--- config.mk ---
export PLATFORM = sky130hd
export DESIGN_NAME = piso_frame_ctrl
export DESIGN_NICKNAME = d
export VERILOG_FILES = /design/src/rtl/viterbi_pkg.sv /design/src/rtl/piso_frame_ctrl.sv
export SDC_FILE = /design/constraint.sdc
export NUM_CORES = 1
export LEC_CHECK = 0
export CORE_ASPECT_RATIO = 0.75
export CORE_MARGIN = 2
export CORE_UTILIZATION = 45
export CTS_BUF_LIST = sky130_fd_sc_hd__clkbuf_2 sky130_fd_sc_hd__clkbuf_4 sky130_fd_sc_hd__clkbuf_8
export CTS_CLUSTER_DIAMETER = 200
export CTS_CLUSTER_SIZE = 10
export DETAILED_ROUTE_END_ITERATION = 10
export PLACE_DENSITY = 0.8
export SLEW_MARGIN = 15
export SYNTH_ARGS = -nofsm -noshare
export SYNTH_HDL_FRONTEND = slang
export SYNTH_SLANG_ARGS = --single-unit
--- constraint.sdc ---
create_clock -name i_clk -period 2.5 [get_ports i_clk]
set_input_delay 0.5 -clock i_clk [delete_from_list [all_inputs] [get_ports i_clk]]
set_output_delay 0.5 -clock i_clk [all_outputs]
set_load 0.1 [all_outputs]
--- src/rtl/viterbi_pkg.sv ---
// Shared definitions for the Viterbi front-end frame sequencing logic.
// Optional feature macro: VITERBI_TAIL_FLUSH_EN (appends zero tail words to each frame).
package viterbi_pkg;

  // Frame sequencer states
  typedef enum logic [2:0] {
    IDLE  = 3'd0,
    FETCH = 3'd1,
    RUN   = 3'd2,
    GAP   = 3'd3,
    TAIL  = 3'd4,
    DONE  = 3'd5
  } frame_state_e;

  // Each 16-bit encoded word carries eight 2-bit symbols
  localparam int SYMS_PER_WORD         = 8;
  localparam int DEFAULT_SIZE_DATA_IN  = 16;
  localparam int DEFAULT_SIZE_DATA_OUT = DEFAULT_SIZE_DATA_IN / SYMS_PER_WORD;

  // Default frame geometry
  localparam int DEFAULT_FRAME_WORDS = 8;
  localparam int DEFAULT_TAIL_WORDS  = 1;

`ifdef VITERBI_TAIL_FLUSH_EN
  localparam bit TAIL_FLUSH_EN = 1'b1;
`else
  localparam bit TAIL_FLUSH_EN = 1'b0;
`endif

  // Number of words the serializer actually sees per frame (payload plus any tail)
  function automatic int frame_words_total(input int frame_words, input int tail_words);
    return frame_words + (TAIL_FLUSH_EN ? tail_words : 0);
  endfunction

endpackage

--- src/rtl/piso_frame_ctrl.sv ---
// Frame sequencer for the 16-to-2 PISO symbol serializer feeding the Viterbi
// branch-metric stage. Pulls FRAME_WORDS words from a valid/ready source, hands
// them one at a time to the serializer and reports frame completion plus a
// symbol count.
// Optional feature macro: VITERBI_TAIL_FLUSH_EN -- when defined, TAIL_WORDS zero
// words are serialized after the payload to terminate the trellis.
module piso_frame_ctrl
  import viterbi_pkg::*;
#(
  parameter int SIZE_DATA_IN  = DEFAULT_SIZE_DATA_IN,
  parameter int SIZE_DATA_OUT = DEFAULT_SIZE_DATA_OUT,
  parameter int FRAME_WORDS   = DEFAULT_FRAME_WORDS,
  parameter int TAIL_WORDS    = DEFAULT_TAIL_WORDS
) (
  input  logic                    i_clk,
  input  logic                    i_rst_n,
  input  logic                    i_frame_start,
  input  logic                    i_word_valid,
  input  logic [SIZE_DATA_IN-1:0] i_word,
  output logic                    o_word_ready,
  output logic                    o_piso_start,
  output logic [SIZE_DATA_IN-1:0] o_piso_data,
  input  logic                    i_piso_valid,
  input  logic                    i_piso_done,
  output logic                    o_busy,
  output logic                    o_frame_done,
  output logic [$clog2(FRAME_WORDS+TAIL_WORDS)-1:0] o_word_idx,
  output logic [$clog2((FRAME_WORDS+TAIL_WORDS)*SIZE_DATA_IN/SIZE_DATA_OUT+1)-1:0] o_sym_cnt
);

  localparam int IDX_W = $clog2(FRAME_WORDS + TAIL_WORDS);
  localparam int SYM_W = $clog2((FRAME_WORDS + TAIL_WORDS) * SIZE_DATA_IN / SIZE_DATA_OUT + 1);

  // Index of the final payload word; GAP compares against it to pick the next phase
  localparam logic [IDX_W-1:0] LAST_PAYLOAD_IDX = IDX_W'(FRAME_WORDS - 1);

`ifdef VITERBI_TAIL_FLUSH_EN
  // Index of the final tail word, i.e. the last word of the whole frame
  localparam logic [IDX_W-1:0] LAST_WORD_IDX =
    IDX_W'(frame_words_total(FRAME_WORDS, TAIL_WORDS) - 1);
`endif

  // Symbol counter sticks at all-ones instead of wrapping
  localparam logic [SYM_W-1:0] SYM_MAX = '1;

  frame_state_e            state_q, state_d;
  logic [SIZE_DATA_IN-1:0] data_q, data_d;
  logic [IDX_W-1:0]        word_idx_q, word_idx_d;
  logic [SYM_W-1:0]        sym_cnt_q, sym_cnt_d;

  // State, data word and counters all return to zero on reset; a partial frame is dropped
  always_ff @(posedge i_clk or negedge i_rst_n) begin
    if (!i_rst_n) begin
      state_q    <= IDLE;
      data_q     <= '0;
      word_idx_q <= '0;
      sym_cnt_q  <= '0;
    end else begin
      state_q    <= state_d;
      data_q     <= data_d;
      word_idx_q <= word_idx_d;
      sym_cnt_q  <= sym_cnt_d;
    end
  end

  // Next-state decode: one word per FETCH/RUN/GAP round trip, tail words after the payload
  always_comb begin
    state_d = state_q;
    unique case (state_q)
      IDLE: begin
        if (i_frame_start) begin
          state_d = FETCH;
        end
      end
      FETCH: begin
        if (i_word_valid) begin
          state_d = RUN;
        end
      end
      RUN: begin
        if (i_piso_done) begin
          state_d = GAP;
        end
      end
      GAP: begin
        if (word_idx_q < LAST_PAYLOAD_IDX) begin
          state_d = FETCH;
`ifdef VITERBI_TAIL_FLUSH_EN
        end else if (word_idx_q < LAST_WORD_IDX) begin
          state_d = TAIL;
`endif
        end else begin
          state_d = DONE;
        end
      end
      TAIL: begin
`ifdef VITERBI_TAIL_FLUSH_EN
        if (i_piso_done) begin
          if (word_idx_q < LAST_WORD_IDX) begin
            state_d = GAP;
          end else begin
            state_d = DONE;
          end
        end
`else
        state_d = IDLE;
`endif
      end
      DONE: begin
        state_d = IDLE;
      end
      default: begin
        state_d = IDLE;
      end
    endcase
  end

  // Datapath updates: capture the handshaked word, advance the word index, count symbols
  always_comb begin
    data_d     = data_q;
    word_idx_d = word_idx_q;
    sym_cnt_d  = sym_cnt_q;

    if (state_q == IDLE && i_frame_start) begin
      word_idx_d = '0;
      sym_cnt_d  = '0;
    end

    if (state_q == FETCH && i_word_valid) begin
      data_d = i_word;
    end

    if (state_q == GAP && state_d != DONE) begin
      word_idx_d = word_idx_q + IDX_W'(1);
    end

    if (state_q != IDLE && i_piso_valid && sym_cnt_q != SYM_MAX) begin
      sym_cnt_d = sym_cnt_q + SYM_W'(1);
    end
  end

  // Output decode from registered state only, so no input reaches an output combinationally
  always_comb begin
    o_word_ready = 1'b0;
    o_piso_start = 1'b0;
    o_piso_data  = '0;
    o_frame_done = 1'b0;
    o_busy       = (state_q != IDLE);
    unique case (state_q)
      FETCH: begin
        o_word_ready = 1'b1;
      end
      RUN: begin
        o_piso_start = 1'b1;
        o_piso_data  = data_q;
      end
      TAIL: begin
        o_piso_start = 1'b1;
      end
      DONE: begin
        o_frame_done = 1'b1;
      end
      default: begin
        o_word_ready = 1'b0;
      end
    endcase
  end

  assign o_word_idx = word_idx_q;
  assign o_sym_cnt  = sym_cnt_q;

endmodule

## Word-level counts from Yosys, hierarchy flattened

Cells that the tools add are included.

- Flip-flop bits (word level): 30
- Bits of input ports: 22
- Output and inout port bits: 31
- Logic and storage cells: 37

- Add/subtract/negate cells: 2
- Magnitude comparators: 1
- Eq/ne operators: 7
- Mux-type cells: 13
- Reductions and logical operators: 10

Operators by type and width:

| cell | count |
|---|---|
| 16-bit 2-to-1 mux | 1 |
| 7-bit 2-to-1 mux | 2 |
| 3-bit 2-to-1 mux | 4 |
| 3-bit case mux with 4 select lines | 1 |
| 4-bit 2-to-1 mux | 2 |
| 7-bit by 1-bit adder with 7-bit output, second input constant | 1 |
| 7-bit inequality test, second input constant | 1 |
| 3-bit by 2-bit == test with 1-bit output, second input constant | 2 |
| 3-bit == test, second input constant | 2 |
| 1-bit logical AND | 5 |
| 4-bit by 1-bit adder with 4-bit output, second input constant | 1 |
| 4-bit by 3-bit < comparator with 1-bit output, second input constant | 1 |
| 2-bit nonzero test | 2 |
| 3-bit by 1-bit == test with 1-bit output, second input constant | 1 |
| 3-bit logical NOT | 1 |
| 1-bit 2-to-1 mux | 3 |
| 3-bit inequality test, second input constant | 1 |
| 3-bit nonzero test | 1 |
| 2-bit OR reduction | 1 |

## Longest topological paths before layout

Gate-level depths: netlist of the first run.

- Depth in word-level cells: 6
- Depth in mapped cells: 5
- Depth with buffers taken out: 5

## Worst setup path after synthesis of the first run

No wires, ideal clock.

- Kind: register to output
- Start point: register state_q[0]
- End point: output port o_word_ready
- Arrival time: 2.793 ns
- Required time: 2.000 ns
- Slack: -0.793 ns
- Stages on the path, launching flop included: 3
- Path buffers: 1
- Cells stage by stage: dfrtp_1 -> buf_2 -> nor3b_1

- Word-level cells in the longest chain between the ends: 2

Ends and longest elaborated chain:

| what | RTL line | source |
|---|---|---|
| from (decl) | piso_frame_ctrl.sv:46 | `frame_state_e state_q, state_d;` |
| from (signal assigned) | piso_frame_ctrl.sv:59 | `state_q <= state_d;` |
| 3-bit by 1-bit == test with 1-bit output | piso_frame_ctrl.sv:149 | `unique case (state_q)` |
| 1-bit 2-to-1 mux | piso_frame_ctrl.sv:149 |  |
| to (decl) | piso_frame_ctrl.sv:20 | `output logic o_word_ready,` |

No other way between the ends.

## Final worst setup path of the first run

- Start point: register state_q[1]
- End point: output port o_piso_data[5]

- Word-level cells in the longest chain between the ends: 2

Ends and longest elaborated chain:

| what | RTL line | source |
|---|---|---|
| 3-bit by 2-bit == test with 1-bit output | piso_frame_ctrl.sv:149 |  |
| 16-bit 2-to-1 mux | piso_frame_ctrl.sv:149 |  |
| to (decl) | piso_frame_ctrl.sv:22 | `output logic [SIZE_DATA_IN-1:0] o_piso_data,` |

No other way between the ends.

==> results of run 1 <==
==> cell usage after synthesis, types with 2 or more instances <==
cell | n | area share [%]
and2_1 | 16 | 6.8
dfrtp_1 | 30 | 51
nand2_1 | 8 | 2.0
nor3b_1 | 2 | 1.0
nand3_1 | 9 | 3.1
and3_1 | 3 | 1.3
nor2_1 | 4 | 1.0
nor3_4 | 2 | 2.2
mux2_2 | 16 | 12
a31oi_1 | 2 | 0.85
o21ai_0 | 5 | 1.7
ha_1 | 2 | 1.7
inv_1 | 3 | 0.77
buf_6 | 3 | 2.3
a21oi_1 | 6 | 2.0
==> worst max path at each step <==
stage	slack (ns)	cells past startpoint	end
finish	0.22	5	o_piso_data[5]
global route	0.09	5	o_piso_data[5]
detailed placement	0.50	5	o_piso_data[5]
CTS	0.20	5	o_piso_data[5]
floorplan	0.13	3	o_piso_start
global placement	0.58	5	o_piso_data[15]
==> metrics by stage <==
step	instance area, µm²	hold WS, ns	cells	utilization (%)	setup WS, ns
after floorplan	1480	0.204	127	-	0.130
after global placement	2160	0.482	215	71.5	0.585
after detailed placement	2160	0.488	215	71.5	0.505
after CTS	2240	0.501	222	74.1	0.204
after global routing	2240	0.534	222	74.1	0.0925
final	2240	0.497	222	74.1	0.223
==> cells by family after synthesis <==
family / after synthesis / synth area share [%]
AND/OR/NAND/NOR: 50 / 20.6
flip-flops: 30 / 51.0
AO/OA/AOI/OAI: 18 / 8.59
multiplexers: 17 / 13.3
buffers and inverters: 8 / 3.66
XOR/XNOR: 2 / 1.19
adder cells (fa/ha/maj): 2 / 1.70
==> area by class of cell <==
| type | instances | area (µm²) | share of cell area, % |
|---|---|---|---|
| Sequential cell | 30 | 751 | 33.5 |
| Timing Repair Buffer | 55 | 678 | 30.3 |
| Multi-Input combinational cell | 89 | 672 | 30.0 |
| Clock buffer | 5 | 68.8 | 3.07 |
| Tap cell | 38 | 47.5 | 2.12 |
| Inverter | 3 | 11.3 | 0.503 |
| Clock inverter | 2 | 10.0 | 0.447 |
==> worst register-to-register path, cell delays in order, from the launching register on <==
cell and delay, ns:
dfrtp_1 0.41, ha_1 0.22, nand3_1 0.18, o21ai_4 0.31, mux2_4 0.33, a21o_1 0.18
==> layer usage <==
metal / part of all wire (%) / up-vias
li1: - / 553
met1: 41 / 546
met2: 53 / 26
met3: 4.3 / 5
met4: 1.1 / 0
met5: 0 / -
==> registers in the layout, summed over array words and instances (netlist names) <==
signal and count:
data_q 16, o_sym_cnt 7, o_word_idx 4, state_q 3
==> placed cells by master (no fill, tap or decap), types with 2 or more instances in the layout <==
cell type	count
clkbuf_8	5
and2_1	16
o21ai_0	5
a31oi_1	2
nor2_1	4
clkdlybuf4s50_1	21
nand2_1	8
nor3_4	2
inv_1	3
ha_1	2
buf_12	17
nand3_1	9
clkinv_2	2
dfrtp_1	30
buf_4	17
mux2_2	16
and3_1	3
a21oi_1	6
==> flow_metrics.py, run 1 <==
metrics = {
    "run_status": {
        "status": "finished clean",
    },
    "global_routing": {
        "met3_usage_pct": 5.14,
        "grt_util_met1_pct": 22.9,
        "grt_pass1_vias": 1156,
        "antenna_found_initial": 0,
        "gr-total-overflow": 0,
        "grt_use_total_pct": 20.0,
        "grt_pass1_wl_um": 5550,
        "grt.busiest_layer": "met2",
        "grt_use_met2_pct": 37.0,
        "grt_max_degree": 31,
    },
    "timing": {
        "slew_headroom_pct": 69.2,
        "period_minus_slack_ns": 2.28,
        "fin_crit_sh_pct": 91.1,
        "hold_violations": 0,
        "fmax_mhz": 439,
        "worst_pin_slew_ns": 0.461,
        "setup_viol_count_final": 0,
        "fin_skew_ns": 0.00628,
        "rsz0062_at_grt": "no",
        "report.final.slew_viol_count": 0,
        "fin_tns_setup_ns": 0,
    },
    "worst_setup_path": {
        "critPathKind": "reg -> out",
        "reg2reg_from": "o_sym_cnt[0]$_DFFE_PN0P_",
        "slowest_stage": "dfrtp_1",
        "crit_arrival_ns": 1.78,
        "max_stage_delay_ns": 0.57,
        "path_buf_inv": 3,
        "startpoint": "state_q[1]$_DFF_PN0_",
        "r2r_end": "o_sym_cnt[5]$_DFFE_PN0P_",
        "path_cells": "inv_1, nor3_2, buf_4, and2_1, buf_12",
        "reg2regPathDepth": 5,
        "critPathMaxFanout": 17,
        "critPathTopFamily": "flip-flops",
        "cp-start-kind": "register",
        "end_kind": "output port",
        "r2r_slack_ns": 0.77,
        "required_ns": 2.00,
    },
    "yosys": {
        "yosys_warnings": 0,
        "syn_avg_cell_area_um2": 11.6,
        "ys_seq_area_share_pct": 51.0,
        "syn-cell-area_mm2": 0.00147,
        "async_reset_ff_share_pct": 100,
        "syn_nets": 151,
        "synth_flop_cell": "dfrtp_1",
        "syn_inst": 127,
        "yosysUniqueCellTypes": 31,
        "ys_seq_elements": 30,
        "synth-edff-count": 0,
    },
    "clock_network": {
        "cts_tree": "yes",
        "clock-root-buffer": "clkbuf_8",
        "clock_latency_ns": 0.28,
        "numCtsBuffers": 5,
        "cts_hold_buffers": 0,
        "htree_levels": 2,
        "cts_resized": 0,
        "clockBufferDepth": 2,
        "clk_pin_slew_ns": 0.06,
        "cts_num_sinks": 30,
        "post_cts_buffers": 0,
    },
    "floorplanning": {
        "io_pins": 53,
        "dieWidth_um": 70.0,
        "dieArea_mm2": 0.00375,
        "coreArea_mm2": 0.00302,
        "initial_core_util_pct": 48.7,
        "num_rows": 17,
        "fp.dieH_um": 53.5,
    },
    "final_layout": {
        "fin_nets": 208,
        "area_growth_pct": 52.1,
        "layout-drive-gt1-share_pct": 35.9,
        "fillCellCount": 219,
        "antennaDiodeCount": 0,
    },
    "drt": {
        "detailedRoute.firstPassIterationCount": 4,
        "antenna_left": 0,
        "wl_per_cell_um": 14.7,
        "drt_iter0_drc": 53,
        "wirelength_um": 3250,
        "viasPerCell": 5.09,
        "drc": 0,
        "num_vias": 1130,
    },
    "hold_path": {
        "hp-start": "data_q[3]$_DFFE_PN0P_",
        "worstHoldPathCells": 1,
        "hold_end": "data_q[3]$_DFFE_PN0P_",
        "hp-class": "reg -> reg",
    },
    "place": {
        "finalWeightedCongestion": 0.795,
        "port_buffers": 52,
    },
    "job": {
        "cap_violations": 0,
    },
}
Power of run 1 is not shown: default switching activity piles up to over one toggle a cycle in this logic, so the estimate is an artifact.
==> inputs of run 2 (changes only) <==
Settings changed: MAX_ROUTING_LAYER set to met4.
==> run 2 against run 1 <==
Register-to-register slack hardly changed. Utilization stayed put. First-iteration DRC count is 11% higher. Die area stayed put. Flip-flop and latch count stayed put. Sequential share of layout area stayed put. Design area stayed put. Via count is 0.71% higher. Critical path type unchanged. Highest routed layer unchanged.
==> flow_metrics.py, run 2 (synthesis results as in run 1) <==
metrics = {
    "run_status": {
        "status": "finished clean",
    },
    "worst_setup_path": {
        "startpoint": "state_q[1]$_DFF_PN0_",
        "max_stage_delay_ns": 0.56,
        "end_kind": "output port",
        "critPathMaxFanout": 17,
        "path_cells": "inv_1, nor3_2, buf_4, and2_1, buf_12",
        "reg2reg_from": "o_sym_cnt[0]$_DFFE_PN0P_",
        "crit_arrival_ns": 1.77,
        "slowest_stage": "dfrtp_1",
        "cp-start-kind": "register",
        "critPathKind": "reg -> out",
        "required_ns": 2.00,
    },
    "timing": {
        "period_minus_slack_ns": 2.27,
        "fin_skew_ns": 0.00601,
        "worst_pin_slew_ns": 0.459,
        "rsz0062_at_grt": "no",
        "hold_violations": 0,
        "slew_headroom_pct": 69.4,
        "fin_tns_setup_ns": 0,
        "setup_viol_count_final": 0,
        "fmax_mhz": 440,
        "fin_crit_sh_pct": 91.0,
        "report.final.slew_viol_count": 0,
    },
    "drt": {
        "antenna_left": 0,
        "viasPerCell": 5.13,
        "num_vias": 1138,
        "wirelength_um": 3260,
        "drt_iter0_drc": 59,
        "drc": 0,
        "detailedRoute.firstPassIterationCount": 4,
        "wl_per_cell_um": 14.7,
    },
    "final_layout": {
        "fin_nets": 208,
        "fin_area_mm2": 0.00224,
        "antennaDiodeCount": 0,
        "final_common_cell": "dfrtp_1",
        "regMostFlops": "data_q",
        "layout_common_cells": "dfrtp_1 (30), clkdlybuf4s50_1 (21), buf_12 (17), buf_4 (17)",
        "fin_cells": 222,
        "final_util_pct": 74.1,
        "largest_reg_flops": 16,
        "area_growth_pct": 52.1,
        "layout-drive-gt1-share_pct": 35.9,
    },
    "floorplanning": {
        "fp.dieH_um": 53.5,
        "dieArea_mm2": 0.00375,
        "num_rows": 17,
        "coreArea_mm2": 0.00302,
        "io_pins": 53,
        "dieWidth_um": 70.0,
        "initial_core_util_pct": 48.7,
    },
    "clock_network": {
        "post_cts_buffers": 0,
        "cts_tree": "yes",
        "clk_pin_slew_ns": 0.06,
        "htree_levels": 2,
        "numCtsBuffers": 5,
        "clock_latency_ns": 0.28,
        "cts_resized": 0,
        "clock-root-buffer": "clkbuf_8",
        "cts_num_sinks": 30,
        "clockBufferDepth": 2,
        "cts_hold_buffers": 0,
    },
    "global_routing": {
        "grt_use_total_pct": 20.6,
        "antenna_found_initial": 0,
        "grt_pass1_vias": 1163,
        "gr-total-overflow": 0,
        "grt_pass1_wl_um": 5530,
        "grt_max_degree": 31,
    },
    "hold_path": {
        "hp-start": "data_q[3]$_DFFE_PN0P_",
        "hp-class": "reg -> reg",
    },
    "place": {
        "finalWeightedCongestion": 0.806,
        "dpl-instance-area_mm2": 0.00216,
        "port_buffers": 52,
        "placed_cells": 215,
    },
    "job": {
        "cap_violations": 0,
    },
}
==> run 2: worst paths after layout <==
path | endpoint | slack [ns] | cells after the start
min in group asynchronous | data_q[8]$_DFFE_PN0P_ | 0.61 | 2
worst min register to register | data_q[3]$_DFFE_PN0P_ | 0.50 | 1
max in group asynchronous | data_q[5]$_DFFE_PN0P_ | 1.61 | 2
worst max-delay path | o_piso_data[5] | 0.23 | 5
worst min-delay path | data_q[3]$_DFFE_PN0P_ | 0.50 | 1
worst max register to register | o_sym_cnt[5]$_DFFE_PN0P_ | 0.77 | 5
==> run 2: area by class of cell <==
class                   count  area (µm²)
fillers                   219         782
flip-flops and latches     30         751
repair buffers             55         678
multi-input cells          89         672
clock buffers               5        68.8
well taps                  38        47.5
inverters                   3        11.3
clock inverters             2        10.0
==> run 2: worst max-delay path: cells and delay by family (launching register included) <==
| family | cells | cell delay (ns) |
|---|---|---|
| buffers and inverters | 3 | 0.54 |
| and+or+nand+nor | 2 | 0.39 |
| DFF | 1 | 0.56 |
==> run 2: per-stage QoR <==
step | setup WS, ns | hold WS [ns]
floorplan | 0.130 | 0.204
global placement | 0.585 | 0.482
detailed placement | 0.505 | 0.488
CTS | 0.204 | 0.501
global route | 0.0959 | 0.534
finish | 0.225 | 0.497
==> run 2: routing by layer <==
metal	GRT usage (%)	share of wire (%)	routed length, µm
met4	7.69	1.1	36
met1	22.3	41	1330
met2	37.5	54	1750
met3	5.14	4.3	141
met5	-	0	0
Power of run 2 is left out for the same reason.
